--- config.mk ---
export PLATFORM = sky130hd
export DESIGN_NAME = timer_cmp_irq
export DESIGN_NICKNAME = d
export VERILOG_FILES = /design/src/rtl/timer_cmp_pkg.sv /design/src/rtl/timer_cmp_irq.sv
export SDC_FILE = /design/constraint.sdc
export NUM_CORES = 1
export LEC_CHECK = 0
export ABC_AREA = 1
export CORE_MARGIN = 4
export CORE_UTILIZATION = 49
export CTS_BUF_LIST = sky130_fd_sc_hd__clkbuf_4
export CTS_CLUSTER_DIAMETER = 30
export DETAILED_ROUTE_END_ITERATION = 8
export GPL_ROUTABILITY_DRIVEN = 0
export HOLD_SLACK_MARGIN = 0.02
export PLACE_DENSITY = 0.79
export REMOVE_ABC_BUFFERS = 1
export SLEW_MARGIN = 20
export SYNTH_ARGS = -nofsm -noshare
export SYNTH_HDL_FRONTEND = slang
export SYNTH_SLANG_ARGS = --single-unit
--- constraint.sdc ---
create_clock -name clk -period 1.98 [get_ports clk]
set_clock_uncertainty 0.1 [all_clocks]
set_input_delay 0.198 -clock clk [delete_from_list [all_inputs] [get_ports clk]]
set_output_delay 0.198 -clock clk [all_outputs]
set_load 0.05 [all_outputs]
--- src/rtl/timer_cmp_pkg.sv ---
// Shared register map, CTRL bit positions and FSM state type for the machine-timer compare stage.
package timer_cmp_pkg;

  localparam logic [2:0] REG_CMP_LO   = 3'd0;
  localparam logic [2:0] REG_CMP_HI   = 3'd1;
  localparam logic [2:0] REG_CTRL     = 3'd2;
  localparam logic [2:0] REG_PERIOD   = 3'd3;
  localparam logic [2:0] REG_MTIME_LO = 3'd4;
  localparam logic [2:0] REG_MTIME_HI = 3'd5;

  localparam int CTRL_EN       = 0;
  localparam int CTRL_PERIODIC = 1;
  localparam int CTRL_PEND     = 2;

  typedef enum logic [1:0] {IDLE, ARMED, FIRED} tcmp_state_e;

endpackage

--- src/rtl/timer_cmp_irq.sv ---
// Machine-timer compare with latched interrupt and 32-bit register port.
// TIMER_CMP_PERIODIC_EN enables the PERIOD register and CTRL.PERIODIC auto-reload.
// state | meaning
// IDLE  | EN=0, pending held, no compare
// ARMED | comparing mtime >= cmp every cycle
// FIRED | one-shot fired, waits for a CMP_* write to re-arm
module timer_cmp_irq
  import timer_cmp_pkg::*;
#(
  parameter int               CNT_W    = 64,
  parameter int               PERIOD_W = 32,
  parameter logic [CNT_W-1:0] CMP_RST  = {CNT_W{1'b1}}
) (
  input  logic             clk,
  input  logic             rst_n,
  input  logic [CNT_W-1:0] mtime_i,
  input  logic             wr_en_i,
  input  logic [2:0]       wr_addr_i,
  input  logic [31:0]      wr_data_i,
  input  logic             rd_en_i,
  input  logic [2:0]       rd_addr_i,
  output logic [31:0]      rd_data_o,
  output logic             rd_valid_o,
  output logic             timer_irq_o
);

  localparam int HI_W = CNT_W - 32;

  tcmp_state_e      state_q, state_d;
  logic [CNT_W-1:0] cmp_q, cmp_d, cmp_reload;
  logic [HI_W-1:0]  snap_q, snap_d;
  logic [31:0]      rd_data_q, rd_data_d;
  logic             rd_valid_q, rd_valid_d;
  logic             en_q, en_d, pend_q, pend_d, irq_q, irq_d;
  logic             hit, wr_ctrl, wr_cmp_lo, wr_cmp_hi;

`ifdef TIMER_CMP_PERIODIC_EN
  logic [PERIOD_W-1:0] period_q, period_d;
  logic                periodic_q, periodic_d;
  assign cmp_reload = cmp_q + CNT_W'(period_q);
`else
  logic [PERIOD_W-1:0] period_q;
  logic                periodic_q;
  assign period_q   = '0;
  assign periodic_q = 1'b0;
  assign cmp_reload = cmp_q;
`endif

  assign hit       = (mtime_i >= cmp_q);
  assign wr_ctrl   = wr_en_i && (wr_addr_i == REG_CTRL);
  assign wr_cmp_lo = wr_en_i && (wr_addr_i == REG_CMP_LO);
  assign wr_cmp_hi = wr_en_i && (wr_addr_i == REG_CMP_HI);

  always_comb begin
    state_d = state_q;
    cmp_d   = cmp_q;
    en_d    = en_q;
    pend_d  = pend_q;
    snap_d  = snap_q;
`ifdef TIMER_CMP_PERIODIC_EN
    period_d   = period_q;
    periodic_d = periodic_q;
    if (wr_en_i && (wr_addr_i == REG_PERIOD)) period_d = wr_data_i[PERIOD_W-1:0];
    if (wr_ctrl) periodic_d = wr_data_i[CTRL_PERIODIC];
`endif
    if (wr_ctrl) begin
      en_d = wr_data_i[CTRL_EN];
      if (wr_data_i[CTRL_PEND]) pend_d = 1'b0;
    end

    case (state_q)
      IDLE:  if (wr_ctrl && wr_data_i[CTRL_EN]) state_d = ARMED;
      ARMED: if (hit) begin
        pend_d = 1'b1;
        if (periodic_q) cmp_d = cmp_reload;
        else if (!(wr_cmp_lo || wr_cmp_hi)) state_d = FIRED;
      end
      FIRED: if (wr_cmp_lo || wr_cmp_hi) state_d = ARMED;
      default: state_d = IDLE;
    endcase

    // a software compare write overrides any same-cycle reload
    if (wr_cmp_lo) cmp_d = {cmp_q[CNT_W-1:32], wr_data_i};
    if (wr_cmp_hi) cmp_d = {wr_data_i[HI_W-1:0], cmp_q[31:0]};
    if (wr_ctrl && !wr_data_i[CTRL_EN]) state_d = IDLE;

    irq_d = pend_d & en_d;

    rd_valid_d = rd_en_i;
    rd_data_d  = '0;
    if (rd_en_i) begin
      case (rd_addr_i)
        REG_CMP_LO: rd_data_d = cmp_q[31:0];
        REG_CMP_HI: rd_data_d = 32'(cmp_q[CNT_W-1:32]);
        REG_CTRL: begin
          rd_data_d[CTRL_EN]       = en_q;
          rd_data_d[CTRL_PERIODIC] = periodic_q;
          rd_data_d[CTRL_PEND]     = pend_q;
        end
        REG_PERIOD:   rd_data_d = 32'(period_q);
        REG_MTIME_LO: begin
          rd_data_d = mtime_i[31:0];
          snap_d    = mtime_i[CNT_W-1:32];
        end
        REG_MTIME_HI: rd_data_d = 32'(snap_q);
        default:      rd_data_d = '0;
      endcase
    end
  end

  always_ff @(posedge clk or negedge rst_n) begin
    if (!rst_n) begin
      state_q    <= IDLE;
      cmp_q      <= CMP_RST;
      en_q       <= 1'b0;
      pend_q     <= 1'b0;
      irq_q      <= 1'b0;
      snap_q     <= '0;
      rd_data_q  <= '0;
      rd_valid_q <= 1'b0;
`ifdef TIMER_CMP_PERIODIC_EN
      period_q   <= '0;
      periodic_q <= 1'b0;
`endif
    end else begin
      state_q    <= state_d;
      cmp_q      <= cmp_d;
      en_q       <= en_d;
      pend_q     <= pend_d;
      irq_q      <= irq_d;
      snap_q     <= snap_d;
      rd_data_q  <= rd_data_d;
      rd_valid_q <= rd_valid_d;
`ifdef TIMER_CMP_PERIODIC_EN
      period_q   <= period_d;
      periodic_q <= periodic_d;
`endif
    end
  end

  assign rd_data_o   = rd_data_q;
  assign rd_valid_o  = rd_valid_q;
  assign timer_irq_o = irq_q;

endmodule

Word level (Yosys, flattened, before mapping)
Cells that the tools add are included.
W data, S select, Z words.
- order comparisons: 1
- equality and inequality tests: 12
- mux-type cells: 16
- bitwise logic cells: 2
- reductions and logical operators: 13
- operators with widths (cell ; number):
    $pmux W29 S4 ; 1
    $ge A64 B64 Y1 ; 1
    $mux W32 ; 2
    $mux W64 ; 1
    $pmux W3 S5 ; 1
    $ne A3 B3 Y1 const B ; 4
    $mux W2 ; 5
    $eq A3 B1 Y1 const B ; 2
    $eq A3 B2 Y1 const B ; 2
    $eq A3 B3 Y1 const B ; 2
    $logic_not A3 Y1 ; 2
    $pmux W2 S3 ; 1
    $logic_and A1 B1 Y1 ; 5
    $mux W1 ; 5
    $reduce_and A2 Y1 ; 2
    $reduce_and A4 Y1 ; 1
    $eq A2 B1 Y1 const B ; 1
    $eq A2 B2 Y1 const B ; 1
    $logic_not A2 Y1 ; 1
    $and A1 B1 Y1 ; 1
    $logic_not A1 Y1 ; 1
    $logic_or A1 B1 Y1 ; 1
    $not A1 Y1 ; 1
- flip-flop bits (word level): 134
- input bits: 106
- output and inout port bits: 34

Longest topological paths before layout
Gate-level depths: netlist of run 1.
- depth after elaboration: 7
- depth in mapped cells: 18
- gate-level depth less buffers: 18

Worst setup path after synthesis of run 1
OpenSTA, ideal clock, no wires.
- kind: register to register
- start point: reg cmp_q[55]
- end point: reg state_q[0]
- arrival: 1665 ps
- required time: 1764 ps
- slack: 99 ps
- cell stages (with the launch flop): 14
- buffers on the path: 0
- cells stage by stage: dfstp_2 > inv_1 > ha_1 > nand2_1 > nor2_2 > nand2_1 > nor3_2 > nand2_1 > nor2_1 > nand2_1 > nand3_1 > nand2_1 > nand2_1 > nand2_1
- cells in the longest elaborated chain, start to end: 3
- ends and longest elaborated chain (element ; RTL line ; source):
    start, declared ; timer_cmp_irq.sv:30 ; logic [CNT_W-1:0] cmp_q, cmp_d, cmp_reload;
    start signal, assigned ; timer_cmp_irq.sv:127 ; cmp_q <= cmp_d;
    $ge A64 B64 Y1 ; timer_cmp_irq.sv:49 ; assign hit = (mtime_i >= cmp_q);
    $ne A3 B3 Y1 (no source line) ; - ;
    $reduce_and A4 Y1 (no source line) ; - ;
    end signal, assigned ; timer_cmp_irq.sv:126 ; state_q <= state_d;
    end, declared ; timer_cmp_irq.sv:29 ; tcmp_state_e state_q, state_d;
Every way passes these cells.
A chain may end at the register's enable or synchronous reset.

Worst setup path after layout of run 1
- start point: reg cmp_q[46]
- end point: reg irq_q (netlist: timer_irq_o)
- cells in the longest elaborated chain, start to end: 4
- ends and longest elaborated chain (element ; RTL line ; source):
    $ge A64 B64 Y1 ; timer_cmp_irq.sv:49 ;
    $mux W1 ; timer_cmp_irq.sv:73 ; ARMED: if (hit) begin
    $mux W1 ; timer_cmp_irq.sv:71 ; case (state_q)
    $and A1 B1 Y1 ; timer_cmp_irq.sv:87 ; irq_d = pend_d & en_d;
    named net irq_d ; timer_cmp_irq.sv:34 ; logic en_q, en_d, pend_q, pend_d, irq_q, irq_d;
    end signal, assigned ; timer_cmp_irq.sv:130 ; irq_q <= irq_d;
    end, declared ; timer_cmp_irq.sv:34 ;
The timed path passes the listed nets, and every way through them passes these cells.

==> results of run 1 <==
-- worst max-delay path, stage by stage, from the launching register on --
cell,delay (ns)
sky130_fd_sc_hd__dfstp_2,0.55
sky130_fd_sc_hd__inv_2,0.05
sky130_fd_sc_hd__ha_4,0.26
sky130_fd_sc_hd__nand4_1,0.19
sky130_fd_sc_hd__nor3_2,0.26
sky130_fd_sc_hd__buf_4,0.16
sky130_fd_sc_hd__nand2_2,0.05
sky130_fd_sc_hd__nor2_2,0.11
sky130_fd_sc_hd__nand2_2,0.08
sky130_fd_sc_hd__nand2_2,0.08
sky130_fd_sc_hd__nand2_2,0.06
sky130_fd_sc_hd__a21boi_2,0.12
-- worst max path at each step --
| stage | endpoint | slack, ns | cells past startpoint |
|---|---|---|---|
| floorplan | snap_q[0]$_DFFE_PN0P_ | 0.03 | 5 |
| global placement | state_q[0]$_DFFE_PN0P_ | -0.29 | 12 |
| detailed placement | timer_irq_o$_DFF_PN0_ | -0.35 | 11 |
| CTS | timer_irq_o$_DFF_PN0_ | -0.1 | 11 |
| global route | state_q[0]$_DFFE_PN0P_ | -0.29 | 14 |
| finish | timer_irq_o$_DFF_PN0_ | -0.15 | 11 |
-- layout by cell type, fill, tap and decap left out, types with 5 or more instances in the layout --
master | synthesis | routed
sky130_fd_sc_hd__nor2_2 | 3 | 8
sky130_fd_sc_hd__inv_2 | 3 | 16
sky130_fd_sc_hd__o21ai_0 | 45 | 45
sky130_fd_sc_hd__nor2_1 | 87 | 79
sky130_fd_sc_hd__buf_4 | 2 | 56
sky130_fd_sc_hd__clkbuf_4 | 0 | 20
sky130_fd_sc_hd__nand2_1 | 119 | 108
sky130_fd_sc_hd__clkdlybuf4s50_1 | 0 | 104
sky130_fd_sc_hd__clkinv_2 | 0 | 5
sky130_fd_sc_hd__inv_1 | 87 | 74
sky130_fd_sc_hd__o22ai_1 | 29 | 29
sky130_fd_sc_hd__a21oi_1 | 58 | 55
sky130_fd_sc_hd__nand2_2 | 1 | 12
sky130_fd_sc_hd__dfrtp_1 | 70 | 70
sky130_fd_sc_hd__nand4_1 | 6 | 6
sky130_fd_sc_hd__a221oi_1 | 30 | 30
sky130_fd_sc_hd__ha_1 | 64 | 46
sky130_fd_sc_hd__mux2_4 | 30 | 30
sky130_fd_sc_hd__nand3_1 | 12 | 10
sky130_fd_sc_hd__buf_12 | 0 | 11
sky130_fd_sc_hd__dlygate4sd2_1 | 0 | 33
sky130_fd_sc_hd__dfstp_2 | 64 | 64
sky130_fd_sc_hd__ha_4 | 0 | 18
-- logic make-up (layout without fill, tap and decap cells) --
group	Yosys count	after routing	synth area share [%]
multiplexers	32	32	6.57
AO/OA/AOI/OAI	172	172	14.3
buffers and inverters	120	329	6.90
AND/OR/NAND/NOR	236	236	13.3
other	0	1	0
adder cells (fa/ha/maj)	64	64	11.1
flip-flops	134	134	47.7
-- final cells by class --
type | instances | area [sq um]
antenna | 1 | 2.50
clock buffer | 20 | 150
clock inverter | 12 | 135
fill | 1100 | 4590
inverter | 90 | 338
multi-input combinational | 504 | 3600
sequential | 134 | 3430
tap | 184 | 230
timing repair buffer | 207 | 2000
-- metal layers --
metal	up-vias	share of wire, %	track usage, %
met5	-	0.040	0
met4	2	2.4	8.09
met3	42	6.3	4.86
met2	248	49	41.1
met1	2940	42	30.6
li1	2974	-	-
-- stage by stage --
step	cell area [sq um]	hold slack [ns]	power (uW)	worst slack (ns)	util, %
4_1_cts	9840	0.0419	8270	-0.0963	68.0
2_1_floorplan	7040	-0.198	5130	0.0317	-
5_1_grt	9890	0.0413	8810	-0.288	68.3
3_5_place_dp	9270	-0.00841	6240	-0.349	64.0
3_3_place_gp	9270	-0.0106	6140	-0.287	64.0
6_report	9890	0.0889	8300	-0.154	68.3
-- what timing repair did --
| item | 4_1_cts | 5_1_grt |
|---|---|---|
| setup endpoints to repair | 37 | 5 |
| gates resized for setup | 86 | 8 |
| endpoints found under the hold margin | 122 | 0 |
| setup buffers | 2 | 1 |
| hold buffers | 2 | 0 |
| pin swaps | 21 | 11 |
-- power groups by stage --
stage | Combinational [uW] | Sequential [uW] | Clock [uW]
3_5_place_dp | 2600 | 3640 | 0
2_1_floorplan | 1350 | 3780 | 0
4_1_cts | 2750 | 3610 | 1910
5_1_grt | 3120 | 3660 | 2030
6_report | 2820 | 3610 | 1860
3_3_place_gp | 2520 | 3630 | 0
-- sequential cells by signal, indices dropped and copies added (netlist names) --
name and cells:
pend_q 1, state_q 2, rd_data_o 32, timer_irq_o 1, en_q 1, snap_q 32, cmp_q 64, rd_valid_o 1
==> results.json, run 1 <==
{
  "unrepaired_setup_endpoints_after_global_routing": "true",
  "reg2reg_end": "timer_irq_o$_DFF_PN0_",
  "timing.max_cap.violations": 0,
  "grt_overflow": 0,
  "cts.sinks": 134,
  "setup_viol": 4,
  "tritoncts_buffer_count": 17,
  "number_of_hold_violations_in_the_final_report": 0,
  "synth_sequential_area_ratio_pct": 47.7,
  "area_delta_synth_final_pct": 37.4,
  "place.detailed.hpwl_mm": 13.7,
  "place.port_buffers": 139,
  "synth-main-ff-cell": "sky130_fd_sc_hd__dfrtp_1",
  "worst_skew_pair.late_latency_ns": 0.53,
  "mappedNetlistArea_sq_um": 7190,
  "power.static_leakage_uw": 0.00479,
  "min_path_cells": 1,
  "synth.top_cells.by_area": "sky130_fd_sc_hd__dfrtp_1, sky130_fd_sc_hd__dfstp_2, sky130_fd_sc_hd__ha_1",
  "net_switching_power_uw": 2680,
  "critical_path.startpoint": "cmp_q[46]$_DFFE_PN1P_",
  "number_of_enable_flip_flop_cells_after_synthesis": 0,
  "clk_path_buf_depth": 2,
  "synth_async_sr_flop_share_pct": 100,
  "power.ir.vdd_worst_v": 0.000474,
  "synthDominantCellAreaShare_pct": 24.3,
  "grt_first_pass_wirelength_mm": 31.5,
  "placed_cells": 1114,
  "drive_above_1_share_pct": 27.1,
  "route.detailed.drc": 0,
  "finalNetCount": 1124,
  "fp.dieArea_sq_um": 16700,
  "grt_antenna_before_repair": 2,
  "ff2ff_path_depth": 11,
  "critical_path.max_fanout": 2,
  "timing.critical_path.required_ns": 2.33,
  "worst_setup_hold_path_clk_slew_ns": 0.12,
  "grt_pass1_vias": 6375,
  "max_clock_freq_mhz": 469,
  "rr_startpoint": "cmp_q[46]$_DFFE_PN1P_",
  "die_y_um": 129,
  "layout_worst_path_cycle_share_pct": 108,
  "synth_seq_cells": 134,
  "fraction_of_power_consumed_by_sequential_logic_pct": 43.6,
  "floorplan.initialDensity_pct": 49.7,
  "finalWorstPathRequiredPeriod_ns": 2.13,
  "status": "complete, but fails checks",
  "via_per_inst": 5.39,
  "tritoncts": "built",
  "grt_start_max_net_pins": 65,
  "worst_pin_slew_ns": 0.565,
  "power.combinational.fraction_pct": 34.0,
  "power.switching_fraction_pct": 32.3,
  "final.setup.worst_slack_ns": -0.154,
  "groute.usage.overall_pct": 24.1,
  "cp-end-kind": "register",
  "timing.max_slew.rel_slack_pct": 62.5,
  "worst_hold_path_type": "input port to register",
  "failed_checks": "setup timing",
  "core_area_sq_um": 14500,
  "dr_total_vias": 6206,
  "criticalPathCategory": "register to register",
  "worstHoldStart": "rd_en_i",
  "row_count": 44,
  "die_w_um": 129,
  "yosys.cell_types.count": 32,
  "iteration_0_drc_count_of_the_detailed_router": 448,
  "reg2reg_setup_slack_ns": -0.15,
  "syn_area_per_cell_sq_um": 9.49,
  "instances_no_fill": 1152,
  "synthCells": 758,
  "drt_wl_total_mm": 19.8,
  "post-synth-top-count-cell": "sky130_fd_sc_hd__nand2_1",
  "clock_power_share_pct": 22.5,
  "htree_num_levels": 4,
  "final_antenna_net_count": 0,
  "drt-wirelength-per-cell_um": 17.2,
  "synth_top_area_cell": "sky130_fd_sc_hd__dfrtp_1",
  "ios": 140,
  "netlist_top_cells_count": "sky130_fd_sc_hd__nand2_1, sky130_fd_sc_hd__inv_1, sky130_fd_sc_hd__nor2_1",
  "setup.worst_path.start_class": "register",
  "power_density_nw_per_um2": 839,
  "crit_arrival_ns": 2.49,
  "synth-warning-count": 0,
  "hold_end": "rd_valid_o$_DFF_PN0_",
  "ctsRootBufferMaster": "sky130_fd_sc_hd__clkbuf_4",
  "power.internal_uw": 5620,
  "drv_slew": 0,
  "totalNegativeSetupSlack_ns": -0.476,
  "detail_route.first_pass.iterations": 5
}
Note: power is estimated with default switching activity, not from simulation.
==> inputs of run 2 (changes only) <==
CORE_UTILIZATION = 54   (was 49)
PLACE_DENSITY = 0.83   (was 0.79)
clock period = 2.2 ns   (was 1.98 ns; I/O delays follow)
==> results.json, run 2 (same netlist as run 1, synthesis figures left out) <==
{
  "status": "finished clean",
  "commonest_cells_after_routing_fill_and_taps_aside": "sky130_fd_sc_hd__clkdlybuf4s50_1, sky130_fd_sc_hd__nand2_1, sky130_fd_sc_hd__inv_1",
  "dr_total_vias": 6057,
  "total_power_uw": 7250,
  "iteration_0_drc_count_of_the_detailed_router": 482,
  "htree_num_levels": 4,
  "setup.worst_path.start_class": "register",
  "final_antenna_net_count": 0,
  "critical_path.max_fanout": 3,
  "reg2reg_setup_slack_ns": 0.01,
  "met2_wirelength_mm": 9.24,
  "count_of_buffer_and_inverter_cells_on_the_critical_path": 1,
  "min_path_cells": 1,
  "row_count": 41,
  "power.ir.vdd_worst_v": 0.000443,
  "fp.dieArea_sq_um": 15200,
  "setup_viol": 0,
  "timing.max_slew.rel_slack_pct": 45.1,
  "detailroute.wirelength.met3_mm": 1.29,
  "critPathSlowestCell": "sky130_fd_sc_hd__dfstp_2",
  "ff2ff_path_depth": 13,
  "ios": 140,
  "detail_route.first_pass.iterations": 5,
  "tritoncts": "built",
  "via_per_inst": 5.54,
  "area_delta_synth_final_pct": 29.4,
  "drt_wl_total_mm": 19.1,
  "detail_route.wirelength.met1_mm": 8.14,
  "totalNegativeSetupSlack_ns": 0,
  "timing.max_cap.violations": 0,
  "placed_cells": 1058,
  "number_of_stages_on_the_worst_setup_path": 13,
  "die_w_um": 123,
  "grt_first_pass_wirelength_mm": 29.7,
  "place.port_buffers": 139,
  "dpl-instance-area_sq_um": 8890,
  "place.detailed.hpwl_mm": 13.4,
  "worst_setup_hold_path_clk_slew_ns": 0.12,
  "crit_arrival_ns": 2.56,
  "ctsRootBufferMaster": "sky130_fd_sc_hd__clkbuf_4",
  "instances_no_fill": 1094,
  "drive_above_1_share_pct": 19.9,
  "floorplan.initialDensity_pct": 56.1,
  "regMostFlops": "cmp_q",
  "die_y_um": 123,
  "grt_antenna_before_repair": 2,
  "grt_overflow": 0,
  "criticalPathCategory": "register to register",
  "timing.critical_path.max_delay_family": "simple AND/OR/NAND/NOR gates",
  "unrepaired_setup_endpoints_after_global_routing": "true",
  "worst_hold_path_type": "input port to register",
  "cp-end-kind": "register",
  "power.static_leakage_uw": 0.00440,
  "max_clock_freq_mhz": 457,
  "timing.critical_path.required_ns": 2.57,
  "route.detailed.drc": 0,
  "drt-wirelength-per-cell_um": 17.4,
  "critical_path.cell_chain": "inv_1 -> ha_1 -> nand2_1 -> nor2_2 -> nand2_2 -> nor3_4 -> nand2_1 -> nor2_1 -> nand2_2 -> nand3_2 -> nand2_1 -> nand2_1 -> nand2_1",
  "number_of_hold_violations_in_the_final_report": 0,
  "grt_pass1_vias": 6090,
  "drv_slew": 0,
  "groute.usage.overall_pct": 25.5,
  "stdcell_area_sq_um": 9310,
  "finalWorstPathRequiredPeriod_ns": 2.19,
  "tritoncts_buffer_count": 17,
  "finalNetCount": 1077,
  "layout_worst_path_cycle_share_pct": 99.5,
  "top_signal_layer_used": "met5",
  "worst_skew_pair.late_latency_ns": 0.57,
  "power_density_nw_per_um2": 779,
  "flip_flop_count_of_the_largest_register_after_layout": 64,
  "cts.sinks": 134,
  "cpMostUsedCell": "sky130_fd_sc_hd__nand2_1",
  "grt_start_max_net_pins": 65,
  "slowest_delay_ns": 0.53,
  "mostFrequentLayoutCell": "sky130_fd_sc_hd__clkdlybuf4s50_1",
  "core_area_sq_um": 12800,
  "postLayoutCoreUtil_pct": 72.6,
  "clk_path_buf_depth": 2,
  "worst_pin_slew_ns": 0.821
}
## run 2: cell count changes in the layout (fill, tap and decap cells not counted), sizes merged
cell	change
buf	-47
bufinv	+1
diode	+1
dlygate4sd2	-33
clkdlybuf4s50	+34
clkbuf	-1
dlymetal6s2s	-1
## run 2: stage by stage
step                worst slack (ns)  hold WS (ns)
global placement             -0.0843         0.100
floorplan                      0.230        -0.176
finish                        0.0117        0.0981
CTS                           0.0438        0.0499
global route                 -0.0937        0.0510
detailed placement            -0.148        0.0939
## run 2: layout make-up
cell class	instances	area, sq um
fillers	941	3510
flip-flops and latches	134	3430
multi-input cells	504	3370
repair buffers	160	1650
inverters	90	338
well taps	172	215
clock inverters	13	161
clock buffers	19	143
diodes	2	5.00
## run 2: report_power, final
part	internal, uW	switching (uW)	total (uW)
combinational	970	1260	2230
clock	903	877	1780
sequential	3060	186	3250
## run 2: final timing paths
check,start,to
hold reg to reg,state_q[0]$_DFFE_PN0P_,state_q[0]$_DFFE_PN0P_
setup / recovery,cmp_q[63]$_DFFE_PN1P_,state_q[0]$_DFFE_PN0P_
setup reg to reg,cmp_q[63]$_DFFE_PN1P_,state_q[0]$_DFFE_PN0P_
min in group asynchronous,rst_n,cmp_q[31]$_DFFE_PN1P_
hold / removal,rd_en_i,rd_valid_o$_DFF_PN0_
max in group asynchronous,rst_n,snap_q[31]$_DFFE_PN0P_
## run 2: what timing repair did
| action | CTS | global route |
|---|---|---|
| hold endpoints to repair | 83 | 0 |
| hold buffers | 2 | 0 |
| setup buffers | 0 | 0 |
| pin swaps | 0 | 5 |
| gates resized for setup | 1 | 24 |
| setup endpoints to repair | 2 | 4 |
## run 2: metal layers
metal	vias up	global-route usage, %
met2	235	42.7
met1	2909	32.3
met5	-	0
li1	2873	-
met3	38	6.45
met4	2	8.44
